<file path="src/rtl/alu_writeback_sequencer_pkg.sv">
`default_nettype none
// ============================================================================
// Module : alu_wb_pkg
// Shared types and constants for the ALU writeback sequencer.
// Rev    : 1.0
// ============================================================================
package alu_wb_pkg;

  localparam int WB_N = 32;
  localparam int WB_R = 32;
  localparam int WB_O = $clog2(WB_R);

  localparam logic [WB_O-1:0] GPR_ZERO = '0;

  typedef enum logic [0:0] {
    IDLE  = 1'b0,
    DRAIN = 1'b1
  } wb_state_e;

  typedef struct packed {
    logic [WB_O-1:0] adr;
    logic [WB_N-1:0] dat;
  } gpr_wr_t;

endpackage
`default_nettype wire

</file>
<file path="src/rtl/alu_writeback_sequencer_pick.sv">
`default_nettype none
// ============================================================================
// Module : alu_wb_pick
// Lowest-set-bit select over the 3-slot pending mask (slot a has priority).
// Rev    : 1.0
// ============================================================================
module alu_wb_pick (
  input  logic [2:0] mask,
  output logic [1:0] idx,
  output logic [2:0] clr
);

  always_comb begin
    idx = 2'd0;
    clr = 3'b000;
    if (mask[0]) begin
      idx = 2'd0;
      clr = 3'b001;
    end else if (mask[1]) begin
      idx = 2'd1;
      clr = 3'b010;
    end else if (mask[2]) begin
      idx = 2'd2;
      clr = 3'b100;
    end
  end

endmodule
`default_nettype wire

</file>
<file path="src/rtl/alu_writeback_sequencer.sv">
`default_nettype none
// ============================================================================
// Module : alu_writeback_sequencer
// Serializes up to three GPR writes per ALU result bundle; owns HI/LO and O/Z.
// Rev    : 1.0
// ============================================================================
module alu_writeback_sequencer
  import alu_wb_pkg::*;
#(
  parameter  int N = WB_N,
  parameter  int R = WB_R,
  localparam int O = $clog2(R)
) (
  input  logic         clk,
  input  logic         rstn,
  input  logic         in_valid,
  output logic         in_ready,
  input  logic [O-1:0] GPR_a_adr,
  input  logic [N-1:0] GPR_a_dat,
  input  logic         GPR_a_val,
  input  logic [O-1:0] GPR_b_adr,
  input  logic [N-1:0] GPR_b_dat,
  input  logic         GPR_b_val,
  input  logic [O-1:0] GPR_c_adr,
  input  logic [N-1:0] GPR_c_dat,
  input  logic         GPR_c_val,
  input  logic [N-1:0] SPR_h_dat,
  input  logic         SPR_h_val,
  input  logic [N-1:0] SPR_l_dat,
  input  logic         SPR_l_val,
  input  logic         SPR_o_val,
  input  logic         SPR_z_val,
  output logic         RF_wr_en,
  output logic [O-1:0] RF_wr_adr,
  output logic [N-1:0] RF_wr_dat,
  output logic [N-1:0] SPR_h,
  output logic [N-1:0] SPR_l,
  output logic         SPR_o,
  output logic         SPR_z,
  output logic         busy
);

  wb_state_e    r_state;
  logic [2:0]   r_pending;
  logic [O-1:0] r_adr [3];
  logic [N-1:0] r_dat [3];

  logic         w_accept;
  logic [2:0]   w_new_mask;
  logic [2:0]   w_next_pending;
  logic [1:0]   w_idx;
  logic [2:0]   w_clr;
  logic [O-1:0] w_sel_adr;
  logic [N-1:0] w_sel_dat;

  // Ready while at most the final beat is outstanding so a new bundle can
  // be loaded on that beat without a bubble on the RF port.
  assign in_ready = $onehot0(r_pending);
  assign busy     = |r_pending;
  assign w_accept = in_valid & in_ready;

  // Writes targeting $zero are dropped at accept time.
  assign w_new_mask = {GPR_c_val & (GPR_c_adr != O'(GPR_ZERO)),
                       GPR_b_val & (GPR_b_adr != O'(GPR_ZERO)),
                       GPR_a_val & (GPR_a_adr != O'(GPR_ZERO))};

  assign w_next_pending = w_accept ? w_new_mask : (r_pending & ~w_clr);

  alu_wb_pick u_pick (
    .mask (r_pending),
    .idx  (w_idx),
    .clr  (w_clr)
  );

  always_comb begin
    w_sel_adr = r_adr[0];
    w_sel_dat = r_dat[0];
    case (w_idx)
      2'd1: begin
        w_sel_adr = r_adr[1];
        w_sel_dat = r_dat[1];
      end
      2'd2: begin
        w_sel_adr = r_adr[2];
        w_sel_dat = r_dat[2];
      end
      default: ;
    endcase
  end

  always_ff @(posedge clk or negedge rstn) begin
    if (!rstn) begin
      r_state   <= IDLE;
      r_pending <= 3'b000;
      for (int i = 0; i < 3; i++) begin
        r_adr[i] <= '0;
        r_dat[i] <= '0;
      end
      RF_wr_en  <= 1'b0;
      RF_wr_adr <= '0;
      RF_wr_dat <= '0;
      SPR_h     <= '0;
      SPR_l     <= '0;
      SPR_o     <= 1'b0;
      SPR_z     <= 1'b0;
    end else begin
      r_pending <= w_next_pending;
      r_state   <= (w_next_pending != 3'b000) ? DRAIN : IDLE;

      case (r_state)
        DRAIN: begin
          RF_wr_en  <= 1'b1;
          RF_wr_adr <= w_sel_adr;
          RF_wr_dat <= w_sel_dat;
        end
        default: RF_wr_en <= 1'b0;
      endcase

      if (w_accept) begin
        r_adr[0] <= GPR_a_adr;
        r_adr[1] <= GPR_b_adr;
        r_adr[2] <= GPR_c_adr;
        r_dat[0] <= GPR_a_dat;
        r_dat[1] <= GPR_b_dat;
        r_dat[2] <= GPR_c_dat;
        if (SPR_h_val) SPR_h <= SPR_h_dat;
        if (SPR_l_val) SPR_l <= SPR_l_dat;
        SPR_o <= SPR_o_val;
        SPR_z <= SPR_z_val;
      end
    end
  end

endmodule
`default_nettype wire

</file>
<file path="config.mk">
export PLATFORM = sky130hd
export DESIGN_NAME = alu_writeback_sequencer
export DESIGN_NICKNAME = d
export VERILOG_FILES = /design/src/rtl/alu_writeback_sequencer_pkg.sv /design/src/rtl/alu_writeback_sequencer_pick.sv /design/src/rtl/alu_writeback_sequencer.sv
export SDC_FILE = /design/constraint.sdc
export NUM_CORES = 1
export LEC_CHECK = 0
export ABC_AREA = 0
export CAP_MARGIN = 5
export CORE_ASPECT_RATIO = 0.9
export CORE_MARGIN = 1.5
export CORE_UTILIZATION = 50
export CTS_CLUSTER_SIZE = 12
export DETAILED_ROUTE_END_ITERATION = 10
export PLACE_DENSITY_LB_ADDON = 0.25
export SKIP_LAST_GASP = 1
export SLEW_MARGIN = 20
export SYNTH_ARGS = -nofsm -noshare
export SYNTH_HDL_FRONTEND = slang
export SYNTH_HIERARCHICAL = 1
export SYNTH_SLANG_ARGS = --single-unit
</file>
<file path="constraint.sdc">
create_clock -name clk -period 3.55 [get_ports clk]
set_input_delay 1.065 -clock clk [delete_from_list [all_inputs] [get_ports clk]]
set_output_delay 1.065 -clock clk [all_outputs]
set_load 0.05 [all_outputs]
</file>
==> flow_summary_export.csv, run 1 <==
group,metric,value,unit
yosys,yosysWarnings,6,
drt,drtIter0Drc,311,
yosys,syn-num-nets,1009,
grt,antenna_found_initial,0,
power,power.switching,5.78,mW
worst_setup_path,path_max_fanout,6,
worst_setup_path,start_kind,"flop",
yosys,synth_top_cell_by_area,"dfrtp_1",
grt,grt_usage,24.4,%
die,ios,291,
clock_network,htree_num_levels,1,
grt,grt_pass1_vias,7174,
yosys,ys_ff_latch,219,
timing,fin_hold_ws,0.475,ns
clock_network,cts_tree,"done",
final_layout,fin_cells,1346,
yosys,syn_inst,821,
min_path,min_path_type,"reg2reg",
final_layout,multi_input_area,3440,um^2
yosys,synth_common_cells,"nand2_1, dfrtp_1, mux2_4",
final_layout,final_util,72.7,%
clock_network,cts_root_buffer,"clkbuf_16",
drt,route.detailed.drc,0,
placement,pre_cts_slack,0.619,ns
timing,skew,0.0129,ns
worst_setup_path,path_cells,"ha_1, a21oi_4, clkdlybuf4s50_1",
die,die_w,146,um
clock_network,holdBufCountCts,0,
power,pwr-share-seq,33.5,%
power,internal_power,7.74,mW
timing,slew_viol_final,0,
worst_setup_path,worstPathArrival,2.35,ns
yosys,yosysMostFrequentCell,"nand2_1",
yosys,synth_top_area_share,59.5,%
timing,clock.fmax,293,MHz
worst_setup_path,crit_slowest_cell,"clkdlybuf4s50_1",
yosys,synth-edff-count,0,
final_layout,drive_gt1_share,15.0,%
drt,drtPass1Iterations,5,
drt,wl,23.5,mm
placement,dpl.hpwl,15.6,mm
final_layout,regArea,5480,um^2
clock_network,insertion_delay,0.49,ns
die,placementRows,46,
die,die-area,19300,um^2
placement,gp_congestion,0.791,
run,max_cap_viol_count,0,
yosys,syn_avg_cell_area,11.2,um^2
yosys,synthesis.area,9220,um^2
worst_setup_path,max_stage_delay,0.85,ns
worst_setup_path,worstSetupStartpoint,"r_pending[0]",
clock_network,clk_path_buf_depth,3,
power,powerDensity,1040,nW/um^2
timing,finalSetupViolations,0,
worst_setup_path,crit_path_end_kind,"output port",
grt,grt.busiest_layer,"met2",
die,coreArea,17800,um^2
power,clkPwrFrac,16.1,%
drt,post_drt_wl_per_cell,17.4,um
timing,tns,0,ns
clock_network,cts_resized,0,
final_layout,n_fill_cell,1277,
die,die_h,132,um
run_status,status,"completed",
clock_network,path_clk_slew,0.06,ns
die,initial_core_util,51.7,%
power,p_sw_share,42.8,%
power,peakVddDrop,0.962,mV
drt,drt-vias-per-instance,5.14,
power,combPwrFrac,50.4,%
final_layout,nets,1283,
placement,place_area,12300,um^2
grt,grt-ovfl-total,0,
yosys,yosysSeqAreaShare,59.5,%
worst_setup_path,worstSetupPathType,"reg2out",
drt,via_count,6917,
grt,grt_use_met1,32.7,%
timing,rsz0062_at_grt,"false",
clock_network,clkSinkCount,219,
clock_network,cts_setup_buffers,0,
worst_setup_path,reg2reg_from,"r_pending[1]",
power,p_leak,6.10,nW
timing,slew_headroom,31.9,%
yosys,ys_top_cells_by_area,"dfrtp_1, nand2_1, mux2_4, mux2_2, a22oi_1",
grt,grt_max_degree,73,
timing,finalHoldViolCount,0,
final_layout,finish.instance_area,13000,um^2
final_layout,syn_to_final_growth,40.6,%
timing,fin_crit_sh,96.2,%
worst_setup_path,r2r.worst_path.cells,6,
timing,min_period,3.41,ns
grt,met2_usage,40.8,%
yosys,synth.distinct_cells,23,
worst_setup_path,setup.worst_path.end,"in_ready",
placement,place_inst,1310,
worst_setup_path,reg2reg_to,"RF_wr_adr[1]",
power,p_total,13.5,mW
yosys,ys_async_sr_fraction,100,%
grt,grt_pass1_wl,37.6,mm
placement,numPortBuffers,290,
drt,ant_nets,0,
worst_setup_path,r2r_slack,1.09,ns
timing,setup_slack,0.135,ns
yosys,synth_ff_type,"dfrtp_1",
worst_setup_path,worstPathRequired,2.48,ns
grt,grt.met3_usage,5.12,%
clock_network,cts_buffers,23,
timing,worst_slew_pin_slew,1.02,ns
final_layout,antenna_cells,0,
-- worst min-delay path by stage --
stage	from	to	slack [ns]	cells after the start
6_report	r_dat[86]	r_dat[86]	0.47	2
5_1_grt	r_dat[18]	r_dat[18]	0.49	2
4_1_cts	r_dat[64]	r_dat[64]	0.48	2
3_5_place_dp	r_dat[37]	r_dat[37]	0.46	2
3_3_place_gp	SPR_o	SPR_o	0.46	2
2_1_floorplan	r_state	RF_wr_en	0.35	0
-- power by group through the flow --
stage | registers (mW) | clock network (mW) | logic [mW]
after floorplan | 6.33 | 0 | 2.81
after global placement | 4.49 | 0 | 6.70
after detailed placement | 4.52 | 0 | 6.85
after CTS | 4.53 | 2.22 | 6.87
after global routing | 4.69 | 2.32 | 7.26
final | 4.54 | 2.17 | 6.82
-- routing by layer --
metal	vias to the layer above	share of wire [%]
li1	3239	-
met1	3400	42
met2	237	49
met3	41	6.9
met4	0	2.3
met5	-	0
-- cell usage in the layout (no fill, tap or decap), types with 2 or more instances in the layout --
cell,count
nand2_1,331
clkdlybuf4s50_1,289
dfrtp_1,218
mux2_4,60
mux2_2,56
a22oi_1,37
o21ai_0,37
clkbuf_16,23
clkbuf_1,7
buf_4,6
inv_1,5
buf_12,5
nand3_1,4
clkbuf_8,4
or4_1,3
nor2_1,3
o32ai_1,3
nand2_4,3
ha_2,2
clkinv_2,2
-- registers in the layout, indices dropped and copies added (netlist names), 3 cells and up --
register   cells
r_adr         15
SPR_h         32
RF_wr_dat     32
SPR_l         32
r_pending      3
r_dat         96
RF_wr_adr      5
-- kinds of logic after synthesis --
kind of cell	after synthesis	synth area share, %
flip-flops	219	59.5
adder cells (fa/ha/maj)	3	0.407
buffers and inverters	57	3.35
AND/OR/NAND/NOR	348	14.7
multiplexers	116	16.6
AO/OA/AOI/OAI	78	5.48
-- layout make-up --
cell class,count,share of cell area [%]
Inverter,5,0.145
Multi-Input combinational cell,545,26.6
Tap cell,240,2.32
Clock buffer,34,5.07
Clock inverter,2,0.0772
Timing Repair Buffer,301,23.5
Sequential cell,219,42.3
-- critical path: cells and delay by family, from the launching register on --
| kind | cells | cell delay, ns |
|---|---|---|
| adders and majority gates | 1 | 0.35 |
| DFF | 1 | 0.43 |
| AOI/OAI and AO/OA | 1 | 0.23 |
| buffers and inverters | 1 | 0.85 |
No activity file was read; power rests on OpenSTA's default activity.
==> run 2: changes to the inputs <==
- CORE_UTILIZATION: 50 -> 47
- SLEW_MARGIN: 20 -> 10
- clock period: 3.55 -> 3.3 ns (I/O delays scaled with it)
==> run 2 against run 1 <==
Sequential cell count did not move. Via count up 0.90%. Die area up 6.2%. Sequential share of layout area down 0.28 points. Combinational power increased by 7.6%. Final area is 0.68% higher.
==> flow_summary_export.csv, run 2 (synthesis gave the netlist of run 1 again) <==
group,metric,value,unit
run_status,status,"completed",
clock_network,htree_num_levels,1,
final_layout,finish.instance_area,13100,um^2
worst_setup_path,worstPathArrival,2.08,ns
final_layout,largest_reg_flops,96,
clock_network,cts_root_buffer,"clkbuf_16",
final_layout,final_cell_mix,"nand2_1, clkdlybuf4s50_1, dfrtp_1",
final_layout,final_common_cell,"nand2_1",
placement,place_inst,1319,
die,placementRows,48,
final_layout,final_util,67.9,%
run,max_cap_viol_count,0,
power,peakVddDrop,0.840,mV
drt,wl,23.8,mm
grt,grt_pass1_vias,7087,
power,power.switching,6.29,mW
die,initial_core_util,48.0,%
worst_setup_path,path_max_fanout,6,
timing,tns,0,ns
die,die_w,151,um
clock_network,path_clk_slew,0.06,ns
power,clkPwrFrac,17.2,%
drt,drtPass1Iterations,4,
worst_setup_path,crit_slowest_cell,"dlygate4sd2_1",
timing,slew_viol_final,0,
die,coreArea,19200,um^2
power,pwr-share-seq,33.1,%
drt,route.detailed.drc,0,
final_layout,drive_gt1_share,15.4,%
worst_setup_path,worstSetupPathType,"reg2out",
placement,gp_congestion,0.807,
grt,grt_usage,23.0,%
worst_setup_path,worstSetupStartpoint,"r_pending[0]",
die,ios,291,
die,die-area,20500,um^2
grt,grt_pass1_wl,37.0,mm
drt,drt-vias-per-instance,5.14,
power,p_total,14.7,mW
worst_setup_path,worstPathRequired,2.31,ns
timing,worst_slew_pin_slew,1.08,ns
timing,slew_headroom,27.8,%
clock_network,cts_buffers,24,
power,internal_power,8.45,mW
placement,numPortBuffers,290,
drt,ant_nets,0,
placement,place_area,12300,um^2
worst_setup_path,crit_path_end_kind,"output port",
timing,min_period,3.07,ns
clock_network,insertion_delay,0.51,ns
clock_network,clk_path_buf_depth,3,
placement,dpl.hpwl,15.8,mm
min_path,min_path_type,"in2async",
timing,rsz0062_at_grt,"false",
clock_network,cts_setup_buffers,0,
drt,drtIter0Drc,294,
timing,fin_crit_sh,92.9,%
worst_setup_path,reg2reg_from,"r_pending[1]",
final_layout,nets,1283,
grt,grt-ovfl-total,0,
timing,skew,0.00824,ns
worst_setup_path,path_cells,"ha_1, a21oi_4, dlygate4sd2_1",
final_layout,fin_cells,1358,
drt,post_drt_wl_per_cell,17.5,um
power,p_leak,6.14,nW
timing,finalHoldViolCount,0,
timing,clock.fmax,326,MHz
final_layout,top_register,"r_dat",
power,combPwrFrac,49.8,%
final_layout,antenna_cells,0,
timing,finalSetupViolations,0,
final_layout,syn_to_final_growth,41.6,%
clock_network,clkSinkCount,219,
worst_setup_path,start_kind,"flop",
die,die_h,136,um
final_layout,n_fill_cell,1467,
clock_network,cts_tree,"done",
power,powerDensity,1130,nW/um^2
worst_setup_path,max_stage_delay,0.57,ns
power,p_sw_share,42.7,%
grt,grt_max_degree,75,
drt,via_count,6979,
grt,antenna_found_initial,0,
[run 2: cell types whose count changed in the layout (fill, tap and decap cells not counted)]
cell / change
buf_4: -2
clkbuf_16: +2
clkinv_2: +2
clkdlybuf4s50_1: -1
inv_6: +1
buf_12: +1
dlygate4sd2_1: +1
clkbuf_1: -3
clkbuf_8: +1
[run 2: worst paths after layout]
| check | slack, ns | depth (start not counted) | to |
|---|---|---|---|
| max reg2reg | 0.94 | 5 | RF_wr_dat[13] |
| min | 0.44 | 1 | RF_wr_dat[12] |
| max | 0.23 | 3 | in_ready |
| min reg2reg | 0.47 | 2 | r_dat[80] |
| min in group clk | 0.47 | 2 | r_dat[80] |
| max in group asynchronous | 2.13 | 2 | RF_wr_dat[23] |
[run 2: metal layers]
| metal | part of all wire, % | vias up | global-route usage, % |
|---|---|---|---|
| met5 | 0 | - | 0 |
| met4 | 2.3 | 0 | 5.88 |
| met3 | 6.5 | 37 | 4.73 |
| met2 | 48 | 234 | 37.0 |
| met1 | 43 | 3461 | 32.0 |
| li1 | - | 3247 | - |
[run 2: power by group through the flow]
stage               logic [mW]  registers (mW)  clock network, mW
finish                    7.34            4.87               2.53
global route              7.84            5.03               2.69
CTS                       7.40            4.86               2.57
detailed placement        7.38            4.86                  0
global placement          7.25            4.83                  0
floorplan                 3.02            6.81                  0
[run 2: area by class of cell]
type | instances | area [um^2] | share of cell area, %
clock buffer | 34 | 709 | 5.44
clock inverter | 5 | 28.8 | 0.220
inverter | 5 | 18.8 | 0.144
multi-input combinational | 545 | 3440 | 26.4
sequential | 219 | 5480 | 42.0
tap | 250 | 313 | 2.40
timing repair buffer | 300 | 3060 | 23.4
[run 2: what timing repair did]
action,in CTS,in global routing
resized for setup,1,0
hold buffers,0,0
endpoints found under the setup margin,1,0
[run 2: worst max-delay path: cells and delay by family (launching register included)]
family,cells,cell delay [ns]
buffers and inverters,1,0.57
flip-flops,1,0.44
adder cells (fa/ha/maj),1,0.35
AO/OA/AOI/OAI,1,0.22
[run 2: per-stage QoR]
stage | setup WS, ns | hold slack, ns
finish | 0.235 | 0.445
global route | 0.156 | 0.473
CTS | 0.204 | 0.452
detailed placement | 0.393 | 0.463
global placement | 0.427 | 0.457
floorplan | 1.15 | 0.349
==> RTL change (settings of run 2) <==
`WB_N`: 32 -> 64.
--- a/src/rtl/alu_writeback_sequencer_pkg.sv
+++ b/src/rtl/alu_writeback_sequencer_pkg.sv
@@ -8,3 +8,3 @@
 
-  localparam int WB_N = 32;
+  localparam int WB_N = 64;
   localparam int WB_R = 32;
Interface: changed (8 resized); port bits go from 291 to 547. No check against the original RTL was run, so the function may have changed too.
==> RTL change against run 2 <==
Non-clock buffer count rose by 278. Power rose by 90%. Worst setup slack improved by 11 ps. Routed wire length rose by 120%. Area after synthesis rose by 87%. Count of clock-buffer cells in the layout rose by 37. First-iteration DRC count rose to 2.9 times the old value. Sequential cell count rose by 192. Design area rose by 88%. Highest routed layer is now met5.
==> RTL change: results (changes against run 2) <==
Clock tree
  – Clock insertion delay at the later pin of the skew report: 540 ps (was 510 ps)
  – TritonCTS buffer count: 44 (was 24)
  – Htree depth: 2 (was 1)

Pwr
  – Part of the total power dissipated in the clock network: 0.170 (was 0.172)
  – Leakage component of the power: 11.62 nW (was 6.141 nW)
  – Sequential group share of total power: 0.327 (was 0.331)

Logic synthesis
  – Share of synthesized cell area in full adder, half adder and majority cells: 0.002177 (was 0.004072)
  – Distinct cell type count after synthesis: 24 (was 23)
  – Top post-synthesis cells by count: nand2_1 (652), dfrtp_1 (411), mux2_4 (120), mux2_2 (92) (was nand2_1 (332), dfrtp_1 (219), mux2_4 (60), mux2_2 (56))
  – Post-synthesis compound-gate area fraction: 0.05298 (was 0.05484)
  – Cell types with the largest area share after synthesis: dfrtp_1 (60%), nand2_1 (14%), mux2_4 (10%) (was dfrtp_1 (59%), nand2_1 (14%), mux2_4 (9.8%))
  – Sequential-to-total area share from yosys stat: 0.5966 (was 0.5945)
  – Post-Synthesis Net Count: 1888 (was 1009)

Setup path
  – FF-to-FF End: RF_wr_dat[50]$_DFFE_PN0P_ (was RF_wr_dat[13]$_DFFE_PN0P_)
  – Arrival time of data at the critical path endpoint: 2060 ps (was 2080 ps)
  – FF-to-FF setup slack: 650 ps (was 940 ps)
  – Worst path max stage delay: 870 ps (was 570 ps)
  – Critical Path Start: r_pending[1]$_DFF_PN0_ (was r_pending[0]$_DFF_PN0_)
  – Peak fanout along the critical path: 4 (was 6)

GRT
  – Maximum number of pins on one net before global-route repair: 112 (was 75)
  – Number of antenna violations at the first check in global routing: 15 (was 0)
  – Number of global-route vias before repair: 13452 (was 7087)
  – Total track usage: 0.2747 (was 0.2303)

Status
  – Result of the run: finished clean (unchanged)

Layout
  – Net count, final: 2413 (was 1283)

STA
  – Final worst clock skew: 16.41 ps (was 8.240 ps)

Routing
  – Detailed-route wire length per cell: 20.51 um (was 17.54 um)
  – TritonRoute pass-1 iters: 7 (was 4)
  – Starting DRC count in detailed routing: 855 (was 294)
  – Avg Vias per Cell: 5.108 (was 5.139)

Placed design
  – Number of I/O port buffers: 546 (was 290)
  – Last weighted congestion value of the routability-driven placer: 0.9263 (was 0.8070)
RTL change: through the flow:
step	std cells	instance area [um^2]	setup WS, ps	util	hold WS (ps)
floorplan	1540	17240	1110	-	351.9
global placement	2495	23170	351.1	0.6405	457.9
detailed placement	2495	23170	357.6	0.6405	461.5
CTS	2572	24540	204.0	0.6785	452.8
global route	2581	24560	174.6	0.6791	478.5
finish	2582	24560	245.3	0.6792	452.7
RTL change: metal layers:
layer  track usage  vias to the layer above  share of wire
met4       0.08759                       10          0.028
met1        0.3397                     6478           0.39
met2        0.4615                      488           0.49
li1              -                     6110              -
met5             0                        -         0.0012
met3       0.08204                      104          0.084
RTL change: cell type report:
cell class	instances	area [um^2]
Antenna cell	10	25.02
Clock buffer	71	1314
Clock inverter	6	58.81
Fill cell	2696	11600
Inverter	5	18.77
Multi-Input combinational cell	1025	6369
Sequential cell	411	10290
Tap cell	476	595.6
Timing Repair Buffer	578	5896
